===== config.mk =====
export PLATFORM = sky130hd
export DESIGN_NAME = snn_reward_learner
export DESIGN_NICKNAME = d
export VERILOG_FILES = /design/src/rtl/snn_reward_learner.sv
export SDC_FILE = /design/constraint.sdc
export NUM_CORES = 1
export LEC_CHECK = 0
export CAP_MARGIN = 10
export CELL_PAD_IN_SITES_DETAIL_PLACEMENT = 1
export CELL_PAD_IN_SITES_GLOBAL_PLACEMENT = 1
export CORE_MARGIN = 3
export CORE_UTILIZATION = 42
export DETAILED_ROUTE_END_ITERATION = 8
export PLACE_DENSITY_LB_ADDON = 0.25
export SLEW_MARGIN = 25
export SYNTH_ARGS = -nofsm -noshare
export SYNTH_HDL_FRONTEND = slang
export SYNTH_SLANG_ARGS = --single-unit
export TNS_END_PERCENT = 1

===== constraint.sdc =====
create_clock -name clk -period 4.5 [get_ports clk]
set_clock_uncertainty 0.1 [all_clocks]
set_input_delay 0.675 -clock clk [delete_from_list [all_inputs] [get_ports clk]]
set_output_delay 0.675 -clock clk [all_outputs]
set_load 0.05 [all_outputs]

===== src/rtl/snn_reward_learner.sv =====
// rtl/snn_reward_learner.sv - reward-modulated STDP learner driving four SNN synaptic weights
module snn_reward_learner #(
    parameter int TRACE_MAX   = 15,
    parameter int TRACE_DECAY = 1
) (
    input  logic              clk,
    input  logic              rst_n,
    input  logic              ena,
    input  logic              clear,
    input  logic              step,
    input  logic [1:0]        pre_spk,
    input  logic [1:0]        post_spk,
    input  logic              reward_valid,
    input  logic              reward_sign,
    input  logic [1:0]        reward_mag,
    output logic signed [4:0] weight1,
    output logic signed [4:0] weight2,
    output logic signed [4:0] weight3,
    output logic signed [4:0] weight4,
    output logic              busy,
    output logic              update_done,
    output logic              overrun
);
    typedef enum logic [1:0] {S_IDLE = 2'd0, S_APPLY = 2'd1, S_DONE = 2'd2} state_t;

    state_t            state, state_nxt;
    logic [1:0]        k;
    logic [3:0]        tr_pre [2];
    logic [3:0]        tr_post [2];
    logic [3:0]        tr_pre_nxt [2];
    logic [3:0]        tr_post_nxt [2];
    logic signed [5:0] elig [4];
    logic signed [5:0] elig_nxt [4];
    logic signed [7:0] acc;
    logic signed [4:0] w [4];
    logic signed [5:0] delta;
    logic signed [6:0] w_sum;
    logic signed [4:0] w_upd;
    logic              sign_q;
    logic [1:0]        mag_q;
    logic              step_acc, reward_acc, drop;

    assign step_acc   = step && ena && !busy;
    assign reward_acc = reward_valid && ena && (state == S_IDLE);
    assign drop       = (step || reward_valid) && ena && busy;

    always_ff @(posedge clk or negedge rst_n) begin
        if (!rst_n) state <= S_IDLE;
        else        state <= state_nxt;
    end

    always_comb begin
        state_nxt = state;
        case (state)
            S_IDLE:  if (reward_acc) state_nxt = S_APPLY;
            S_APPLY: if (k == 2'd3) state_nxt = S_DONE;
            S_DONE:  state_nxt = S_IDLE;
            default: state_nxt = S_IDLE;
        endcase
        if (clear) state_nxt = S_IDLE;
    end

    always_comb begin
        busy        = 1'b0;
        update_done = 1'b0;
        case (state)
            S_APPLY: busy = 1'b1;
            S_DONE: begin
                busy        = 1'b1;
                update_done = 1'b1;
            end
            default: ;
        endcase
    end

    // Synapse n = 2*i + j connects pre neuron i to post neuron j; all terms use pre-step traces.
    always_comb begin
        tr_pre_nxt  = tr_pre;
        tr_post_nxt = tr_post;
        elig_nxt    = elig;
        acc         = '0;
        for (int i = 0; i < 2; i++) begin
            tr_pre_nxt[i]  = pre_spk[i] ? 4'(TRACE_MAX) :
                             (tr_pre[i] >= 4'(TRACE_DECAY)) ? tr_pre[i] - 4'(TRACE_DECAY) : 4'd0;
            tr_post_nxt[i] = post_spk[i] ? 4'(TRACE_MAX) :
                             (tr_post[i] >= 4'(TRACE_DECAY)) ? tr_post[i] - 4'(TRACE_DECAY) : 4'd0;
        end
        for (int i = 0; i < 2; i++) begin
            for (int j = 0; j < 2; j++) begin
                acc = {{2{elig[2*i+j][5]}}, elig[2*i+j]};
                if (post_spk[j]) acc = acc + $signed({6'd0, tr_pre[i][3:2]});
                if (pre_spk[i])  acc = acc - $signed({6'd0, tr_post[j][3:2]});
                if (acc > 8'sd31)       elig_nxt[2*i+j] = 6'h1f;
                else if (acc < -8'sd32) elig_nxt[2*i+j] = 6'h20;
                else                    elig_nxt[2*i+j] = acc[5:0];
            end
        end
    end

    always_comb begin
        delta = elig[k] >>> (2'd3 - mag_q);
        if (sign_q) w_sum = {{2{w[k][4]}}, w[k]} + {delta[5], delta};
        else        w_sum = {{2{w[k][4]}}, w[k]} - {delta[5], delta};
        if (w_sum > 7'sd15)       w_upd = 5'h0f;
        else if (w_sum < -7'sd16) w_upd = 5'h10;
        else                      w_upd = w_sum[4:0];
    end

    always_ff @(posedge clk or negedge rst_n) begin
        if (!rst_n) begin
            k       <= 2'd0;
            sign_q  <= 1'b0;
            mag_q   <= 2'd0;
            overrun <= 1'b0;
            for (int n = 0; n < 2; n++) begin
                tr_pre[n]  <= 4'd0;
                tr_post[n] <= 4'd0;
            end
            for (int n = 0; n < 4; n++) begin
                elig[n] <= '0;
                w[n]    <= '0;
            end
        end else if (clear) begin
            k       <= 2'd0;
            sign_q  <= 1'b0;
            mag_q   <= 2'd0;
            overrun <= 1'b0;
            for (int n = 0; n < 2; n++) begin
                tr_pre[n]  <= 4'd0;
                tr_post[n] <= 4'd0;
            end
            for (int n = 0; n < 4; n++) begin
                elig[n] <= '0;
                w[n]    <= '0;
            end
        end else begin
            if (step_acc) begin
                tr_pre  <= tr_pre_nxt;
                tr_post <= tr_post_nxt;
                elig    <= elig_nxt;
            end
            if (reward_acc) begin
                sign_q <= reward_sign;
                mag_q  <= reward_mag;
            end
            // step_acc is never true in APPLY, so the eligibility writes cannot collide.
            if (state == S_APPLY) begin
                w[k]    <= w_upd;
                elig[k] <= '0;
                k       <= k + 2'd1;
            end
            if (drop) overrun <= 1'b1;
        end
    end

    assign weight1 = w[0];
    assign weight2 = w[1];
    assign weight3 = w[2];
    assign weight4 = w[3];
endmodule


# [Word-level counts from Yosys, hierarchy flattened]
# Index checks and enable logic that the tools add are counted.
[word_totals] ramBits=0 inputBits=13 ff_bits=68 wordCells=136 out_inout_bits=23 latch_bits=0 memories=0 romBits=0
[classes] n_lt_le_gt_ge=16 eq_ne=5 n_mux=62 n_shift=1 n_mul=0 n_reduce_logical=16 div=0 bitwise=3 addsub=16
[op_table] op="2-to-1 mux 24 bit" n=4
[op_table] op="2-to-1 mux 8 bit" n=12
[op_table] op="2-to-1 mux 6 bit" n=11
[op_table] op="2-to-1 mux 20 bit" n=2
[op_table] op="greater-than comparator 8 x 6 -> 1 bit, second input constant" n=4
[op_table] op="less-than comparator 8 x 6 -> 1 bit, second input constant" n=4
[op_table] op="2-to-1 mux 4 bit" n=8
[op_table] op="subtractor 8 x 3 -> 8 bit" n=4
[op_table] op="adder 6 x 3 -> 7 bit" n=4
[op_table] op="2-to-1 mux 5 bit" n=5
[op_table] op="bitwise AND 24 bit" n=1
[op_table] op="inverter 24 bit" n=1
[op_table] op="bitwise mux 20 bit" n=1
[op_table] op="greater-or-equal comparator 4 x 1 -> 1 bit, second input constant" n=4
[op_table] op="subtractor 4 x 1 -> 4 bit, second input constant" n=4
[op_table] op="2-to-1 mux 2 bit" n=7
[op_table] op="binary-select mux 6 bit (select 2 bit)" n=1
[op_table] op="demux 6 bit (select 2 bit)" n=1
[op_table] op="binary-select mux 5 bit (select 2 bit)" n=1
[op_table] op="demux 5 bit (select 2 bit)" n=1
[op_table] op="nonzero test 2 bit" n=4
[op_table] op="adder 5 x 6 -> 7 bit" n=1
[op_table] op="greater-than comparator 7 x 5 -> 1 bit, second input constant" n=1
[op_table] op="logical AND 1 bit" n=7
[op_table] op="other kinds (19)" n=26

# [Longest topological paths before layout]
# Gate-level depths: netlist of the first run.
[logic_depth] ltp_word=13 ltp_mapped=21 ltp_nobuf=17

# [Least setup slack after synthesis of the first run]
# No wires, ideal clock.
[synth_timing] kind="reg2reg" startpoint="register k[0]" endpoint="register w, in the netlist weight1[0]" period_less_slack_ps=4452 t_required_ps=4290 path_buffers=4 setup_ps=110 t_arrival_ps=4242 stages_incl_launch_ff=20 setup_slack_ps=48 path_cell_list="dfrtp_1 > buf_6 > buf_2 > mux4_2 > mux2_2 > a21oi_1 > ha_1 > inv_1 > mux2i_1 > inv_1 > fa_1 > nand2b_1 > a21oi_1 > o21ai_0 > nor3b_1 > or3_1 > buf_2 > and3_4 > buf_6 > o41ai_1"
[synth_via] elab_chain_cells=13 word_cells_on_any_way=23 cone_classes="2 x add/sub; 4 x order compare; 1 x shift; 14 x mux; 1 x bitwise; 1 x reduce/logical"
[synth_lines] element="start, declared" line_no="27" rtl="logic [1:0] k;"
[synth_lines] element="start signal, assigned" line_no="150" rtl="k <= k + 2'd1;"
[synth_lines] element="inverter 2 -> 3 bit (implied by the code) *"
[synth_lines] element="binary-select mux 6 bit (select 2 bit)" line_no="101" rtl="delta = elig[k] >>> (2'd3 - mag_q);"
[synth_lines] element="2-to-1 mux 6 bit (implied by the code) (2 in series)" line_no="101"
[synth_lines] element=">>> shifter 6 x 2 -> 6 bit" line_no="101"
[synth_lines] element="subtractor 5 x 6 -> 7 bit / adder 5 x 6 -> 7 bit (equally long branches)" line_no="103, 102"
[synth_lines] element="2-to-1 mux 7 bit" line_no="102" rtl="if (sign_q) w_sum = {{2{w[k][4]}}, w[k]} + {delta[5], delta};"
[synth_lines] element="less-than comparator 7 x 5 -> 1 bit" line_no="105" rtl="else if (w_sum < -7'sd16) w_upd = 5'h10;"
[synth_lines] element="2-to-1 mux 5 bit" line_no="105"
[synth_lines] element="2-to-1 mux 5 bit" line_no="104" rtl="if (w_sum > 7'sd15) w_upd = 5'h0f;"
[synth_lines] element="bitwise mux 20 bit *" line_no="148" rtl="w[k] <= w_upd;"
[synth_lines] element="2-to-1 mux 20 bit *" line_no="147" rtl="if (state == S_APPLY) begin"
[synth_lines] element="2-to-1 mux 20 bit *" line_no="123" rtl="end else if (clear) begin"
[synth_lines] element="end signal, assigned by index" line_no="148"
[synth_lines] element="end, declared" line_no="35" rtl="logic signed [4:0] w [4];"
# Every way passes the cells marked *; elsewhere a longest branch is shown, timed or not. The select of a mux whose other input is x is not followed.
# A chain may end at the register's enable or synchronous reset.

# [Worst setup path after layout of the first run]
[layout_timing] startpoint="register k[0]" endpoint="register w, in the netlist weight2[3]"
# The elaborated chain is that of the path after synthesis.

==> results of run 1 <==
sequential cells by signal, indices dropped and copies added (netlist names):
signal	cells
weight4	5
weight3	5
mag_q	2
tr_post	8
tr_pre	8
elig	24
k	2
state	2
weight2	5
overrun	1
sign_q	1
weight1	5
through the flow:
| step | instance area [sq um] | hold slack [ps] | power [mW] | setup TNS (ps) |
|---|---|---|---|---|
| detailed placement | 6290 | 416 | 3.33 | -2210 |
| CTS | 6650 | 401 | 4.21 | -5.03 |
| finish | 6770 | 211 | 4.48 | 0 |
| floorplan | 5640 | 279 | 2.64 | 0 |
| global placement | 6290 | 404 | 3.21 | 0 |
| global route | 6770 | 255 | 4.80 | -443 |
worst max-delay path, cell delays in order (launching register included):
cell and delay [ps]:
dfrtp_1 400, buf_12 160, mux2_1 330, mux4_2 540, o21ai_4 170, buf_4 160, a41oi_1 120, xor2_1 180
ha_1 380, nor3b_1 180, a311oi_1 350, o311ai_2 210, nor2_1 170, nor4_2 60, buf_4 200, buf_4 150
a211oi_1 300, a211oi_1 130
synthesized netlist by cell type, types with 5 or more instances:
cell type / n / area share (%)
dfrtp_1: 68 / 30
nand2_1: 58 / 3.9
a21oi_1: 51 / 4.5
o21ai_0: 50 / 4.4
nor2_1: 44 / 2.9
ha_1: 39 / 8.6
inv_1: 35 / 2.3
clkbuf_1: 23 / 1.5
a211oi_1: 21 / 2.8
nor3_1: 20 / 1.8
xnor2_1: 16 / 2.5
nand3b_1: 14 / 1.9
xor2_1: 14 / 2.2
mux2i_1: 13 / 2.3
nand4_1: 13 / 1.4
o41ai_1: 12 / 1.9
mux4_2: 11 / 4.4
nor3b_1: 10 / 1.3
fa_1: 9 / 3.2
nand2b_1: 9 / 1.0
nand3_1: 8 / 0.71
nor2b_1: 8 / 0.89
or3_1: 7 / 0.78
a31oi_1: 6 / 0.67
mux2_2: 6 / 1.2
o211ai_1: 6 / 0.80
a21boi_0: 5 / 0.67
o21a_1: 5 / 0.67
power by group through the flow:
stage | logic [mW] | registers (mW) | clock network [mW]
floorplan | 1.72 | 0.923 | 0
global placement | 2.35 | 0.855 | 0
detailed placement | 2.46 | 0.863 | 0
CTS | 2.61 | 0.853 | 0.755
global route | 3.14 | 0.872 | 0.782
finish | 2.88 | 0.855 | 0.746
path summary, 6_finish.rpt:
path / startpoint / endpoint / slack, ps / cells after the start
worst max register to register: k[0]$_DFFE_PN0P_ / weight2[3]$_DFFE_PN0P_ / 50 / 17
worst max-delay path: k[0]$_DFFE_PN0P_ / weight2[3]$_DFFE_PN0P_ / 50 / 17
worst min-delay path: rst_n / elig[22]$_DFF_PN0_ / 210 / 1
max in group asynchronous: rst_n / k[1]$_DFFE_PN0P_ / 3230 / 2
worst min register to register: overrun$_DFFE_PN0P_ / overrun$_DFFE_PN0P_ / 420 / 2
min in group clk: overrun$_DFFE_PN0P_ / overrun$_DFFE_PN0P_ / 420 / 2
what timing repair did:
item | 4_1_cts | 5_1_grt
buffers inserted | 2 | 1
endpoints found under the setup margin | 16 | 16
gates resized for setup | 11 | 22
pin swaps | 1 | 6
area by class of cell:
type                            instances  area [sq um]
Inverter                               35           131
Timing Repair Buffer                   66           591
Fill cell                            1473          6100
Multi-Input combinational cell        501          3830
Clock buffer                            9           225
Tap cell                              172           215
Sequential cell                        68          1700
Clock inverter                          7          76.3
metal layers:
| metal | vias up | global-route usage (%) | wire length (microns) | share of wire, % |
|---|---|---|---|---|
| met2 | 109 | 40.4 | 8660 | 49 |
| met4 | 0 | 7.63 | 283 | 1.6 |
| met5 | - | 0 | 0 | 0 |
| met1 | 2682 | 33.9 | 8010 | 45 |
| li1 | 2420 | - | - | - |
| met3 | 19 | 2.55 | 742 | 4.2 |
cells by family after synthesis:
kind of cell               synth area share [%]
adders and majority gates                  11.8
xor gates and xnor gates                   4.66
and+or+nand+nor                            18.7
buffers and inverters                      4.79
DFF                                        30.1
muxes                                      9.29
AOI/OAI and AO/OA                          20.6
==> reports/results.txt, run 1 <==
From left edge to right edge, the die measures 122 microns. The biggest fanout along the worst timing path came out at 12. The internal portion of the total power is 2.24 mW. Derived from the worst setup path, the maximum achievable clock frequency is 225 MHz.

For the number of sinks on the clock net, the log shows 68. The commonest non-fill, non-tap cell in the layout was dfrtp_1. The net count of the finished layout is 742. The headroom to the max-slew limit came out at 46.5%. In the routed design, unresolved DRC markers number 0.

Dividing the final minimum period by the clock period gives 99.0%. The final weighted congestion of routability-driven global placement is 0.900. The logic gate share of total power was 64.3%; the fraction of power consumed by the clock network was 16.6%. The area added between synthesis and finish is 20.0%. Net switching is 50.1% of the power.

The total number of H-tree levels is 3, and the global-route usage over all layers is 24.4%. The number of search-and-repair iterations in the first detailed-routing pass is 4. The tools report the effective utilization at floorplan as 43.8%.

Data on the critical path arrives at its endpoint at 4550 ps. After the flow finishes, the layout carries non-filler instances totaling 858. Synthesis produced 636 cells. The most frequently used flop master after synthesis is dfrtp_1. The flow ran to the end, and the final reports show no timing, DRC or antenna violations. The worst setup path is launched from a flop. Setup slack closes at 45.8 ps. The via count of the first global-routing pass was 5447.

For this block, the initial DRC count from the detailed router was 300. Summing over every cut layer, the via total after detailed routing is 5230. The total half-perimeter wirelength after legalization and detailed placement was 12600 microns; the final cell utilization of the core was 52.6%. In this run the clock root is driven by a clkbuf_16. After global routing the overflow that remains totals 0.

Setup repair after global routing could not meet its margin everywhere. For the pin with the worst max-slew slack, the measured transition is 803 ps. The average instance in the mapped netlist occupies 8.87 sq um.

The tools report the number of failing hold endpoints at the final stage as 0. The tools report the number of placed cells counting well taps as 839. The analysis attributes to cell leakage a power of 2.80 nW. TritonCTS built the clock tree. The power share of the sequential group is 19.1%, and the deepest clock path buffer count is 2.

The core area is 12900 sq um. The critical path is of the reg -> reg type. After synthesis, the share of flip-flops with an asynchronous set or reset is 100%.

Counting every net in the synthesized netlist gives 697. The placement row count is 41, and the peak ir drop on the vdd network is 0.374 mV. For the worst-skew pair, the clock arrives at the later sink with an insertion delay of 350 ps.

The tool flagged a number of max-cap violations equal to 0. Of the cells placed in the final design, the portion with a size suffix greater than 1 is 14.4%. During synthesis, Yosys emitted a total of 0 warnings. The count of antenna diodes in the layout was 0; the number of input and output port buffers inserted was 35. The count of endpoints failing setup in the final report is 0. The tools report the switching power of the nets as 2.24 mW. The number of enable-type register cells in the synthesized netlist is 0, and the shortest clock period the worst path allows after layout is 4450 ps. The area of the die was 14900 sq um. In the layout the commonest cells are dfrtp_1, nand2_1, a21oi_1. STA classifies the critical path endpoint as a flop.

The clock transition at the registers of the reported paths was 70 ps. The final routed wirelength across all metal layers was 17700 microns. For the worst setup path, the data required time is 4600 ps.

The tools report the worst setup slack after placement as -235 ps. After synthesis the cells add up to 5640 sq um. After detailed routing, the average wire length per cell comes to 20.6 microns. Sequential cells were found to cover 30.1% of the synthesized design area.

The mean number of vias per cell was 6.10. The number of antenna violations at the first check in global routing is 0, and the die height is 122 microns. The number of storage elements in the synthesis netlist came out at 68. The first global-routing pass estimated 28500 microns of wire. 36 I/O pins were placed. In this run the remaining antenna-violating nets after routing total 0. The hold buffer count at CTS came out at 0. The count of pins over their slew limit is 0, and the total clock buffers created by CTS is 9.

The worst hold path belongs to the class in -> async. Synthesis instantiated 61 different standard cells from the library. Entering global routing, the biggest net connects 62 pins.

For this design the ratio of total power to cell area is 662 nW/um^2.
Power figures use the tool's default switching activity.
==> run 2: changes to the inputs <==
--- a/config.mk
+++ b/config.mk
@@ -8,6 +8,7 @@
 export CAP_MARGIN = 10
 export CELL_PAD_IN_SITES_DETAIL_PLACEMENT = 1
 export CELL_PAD_IN_SITES_GLOBAL_PLACEMENT = 1
+export CORE_ASPECT_RATIO = 1.25
 export CORE_MARGIN = 3
 export CORE_UTILIZATION = 42
 export DETAILED_ROUTE_END_ITERATION = 8
==> run 2 against run 1 <==
Against the previous run: cell count is 0.93% lower; flip-flop and latch count stayed put; via count is 0.48% lower; clock power is 4.2% higher; wire length is 0.70% higher; maximum frequency is 0.35% lower; sequential share of layout area is 0.17 points higher; global-route usage is 0.26 points higher; largest cell class unchanged; largest power group unchanged.
==> reports/results.txt, run 2 (synthesis results as in run 1) <==
The fraction of layout cells with a size suffix above 1 was 12.9%. The global-route usage over all layers was 24.7%. The logs give 30.2 ps for the final setup slack of the worst path and 12900 sq um for the core area. The run gives 2 as the deepest clock path buffer count.

The area added between synthesis and finish is 19.1%, and the final hold slack is 377 ps. The register with the most flip-flops in the layout has 24 of them. After routing the design area is 6720 sq um. At the worst endpoint, the arrival time is 4550 ps. Timing analysis after detailed placement gives a worst setup slack of -174 ps.

Summed over all cells, the static leakage comes to 2.77 nW. The congestion estimate from routability-driven global placement came to 0.834. The maximum operating frequency was 224 MHz; the area of the die was 14900 sq um.

The total overflow left after global routing is 0. TritonCTS built the clock tree. The count of nets left with antenna violations once routing finished came out at 0. Across the whole layout, storage elements account for 1700 sq um.

The via count of the first global-routing pass came out at 5680. The worst setup path is captured at a flop. Dividing the final minimum period by the clock period gives 99.3%. 0 antenna diodes ended up in the layout.

The worst setup path is launched from a flop. At the later pin of the worst-skew pair, clock insertion delay measures 340 ps. The tools report the placement-stage cell area as 6270 sq um. For this run, the post-layout net count is 739. For this run, the detailed router's first-pass iteration total came to 4. Dividing the detail-routed wire length by the instance count gives 21.0 microns. Number of failing hold endpoints at the final stage: 0. The power density of the placed cells is 691 nW/um^2. In this run, post-CTS hold repair placed 0 buffers.

The commonest non-fill, non-tap cell in the layout was dfrtp_1. The startpoint identified for the worst register-to-register timing path is k[0]$_DFFE_PN0P_. The layout has 1538 filler cells. The register ranked first by flip-flop count is elig. The clock transition at the registers of the reported paths came out at 60 ps.

The first global-routing pass estimated 29000 microns of wire. For the finished layout, the period the worst path requires is 4470 ps. The die width is 110 microns, and the peak ir drop on the vdd network is 0.779 mV. Count of pins over their slew limit: 0. Detailed placement ended at an HPWL of 12600 microns. The design draws 4.65 mW. The library cells used most frequently in the layout, excluding fill and tap cells, are dfrtp_1, nand2_1, a21oi_1. The number of sinks on the clock net came out at 68. The die is 136 microns tall. The final cell utilization of the core is 52.2%, and the pin slew with the least headroom to its limit is 930 ps. Count of endpoints failing setup in the final report: 0. In this run, the number of DRC markers left after iteration 0 of detailed routing was 351. In the routed design, unresolved DRC markers number 0. Number of antenna violations at the first check in global routing: 0.

The clock root buffer master is clkbuf_16. Wires add up to 17800 microns. Counting cells, the worst reg-to-reg path comes to 14.

The initial utilization of the core area, before any placement, comes to 43.8%. Buffers placed on the I/O ports in this run total 35. Entering global routing, the biggest net connects 62 pins. The biggest fanout along the worst timing path is 14. The multi-input combinational cells in the finished layout cover a total of 3800 sq um. The path class of the tightest hold or removal check is in -> async. TritonCTS created 9 clock buffers. 36 I/O pins were placed. The logs give 30 ps for the slack of the worst reg-to-reg path and 0 for the count of max-cap constraint violations.

In the final layout, the registers with the most flip-flops are elig x24, tr_post x8, tr_pre x8. The run finished with clean final reports. The tools report the vias after detailed routing as 5205. The headroom to the max-slew limit was 38.0%. The H-tree was split into 3 levels.

The mean number of vias per cell works out to 6.12. Placement row count: 46. The critical path in this run is classified as reg -> reg. At the worst endpoint, the required time is 4580 ps.

The endpoint identified for the worst register-to-register timing path is weight4[2]$_DFFE_PN0P_.
## run 2: per-stage QoR
| stage | instances | TNS, ps |
|---|---|---|
| 4_1_cts | 849 | 0 |
| 6_report | 850 | 0 |
| 5_1_grt | 850 | -565 |
| 3_3_place_gp | 833 | 0 |
| 2_1_floorplan | 636 | 0 |
| 3_5_place_dp | 833 | -1400 |
## run 2: report_power, final
part	switching (mW)	internal [mW]	total (mW)
registers	0.140	0.715	0.855
clock network	0.293	0.483	0.777
logic	1.85	1.17	3.01
total	2.28	2.37	4.65
## run 2: worst max-delay path, stage by stage (launching register included)
cell	delay, ps
dfrtp_1	400
buf_12	170
mux4_2	630
mux2i_2	290
a21boi_0	240
a41oi_1	190
xor2_1	210
ha_1	400
nor3b_1	180
a311oi_1	270
o311ai_1	200
buf_4	190
o22a_4	220
a221oi_4	500
o41ai_1	130
## run 2: area by class of cell
cell class                      instances  share of cell area (%)
Multi-Input combinational cell        501                    56.5
Sequential cell                        68                    25.3
Timing Repair Buffer                   63                    8.41
Clock buffer                            9                    3.35
Tap cell                              168                    3.13
Inverter                               35                    1.95
Clock inverter                          6                    1.34
## run 2: repair_timing
action                                  4_1_cts  5_1_grt
endpoints found under the setup margin       12       16
pin swaps                                     1        3
gates resized for setup                       8       19
setup buffers                                 1        1
cloned                                        0        0
## run 2: how the worst max path moves through the flow
stage | from | to | slack [ps]
after floorplan | k[0]$_DFFE_PN0P_ | weight1[0]$_DFFE_PN0P_ | 50
after global placement | k[0]$_DFFE_PN0P_ | weight1[2]$_DFFE_PN0P_ | 50
after detailed placement | k[0]$_DFFE_PN0P_ | weight2[1]$_DFFE_PN0P_ | -170
after CTS | k[0]$_DFFE_PN0P_ | weight2[1]$_DFFE_PN0P_ | 20
after global routing | k[0]$_DFFE_PN0P_ | weight4[2]$_DFFE_PN0P_ | -60
final | k[0]$_DFFE_PN0P_ | weight4[2]$_DFFE_PN0P_ | 30
## run 2: per-layer routing
metal,GRT usage (%),up-vias,share of wire [%]
li1,-,2414,-
met5,0,-,0
met3,3.34,38,2.2
met1,27.8,2663,40
met2,46.1,90,55
met4,9.77,0,3.4
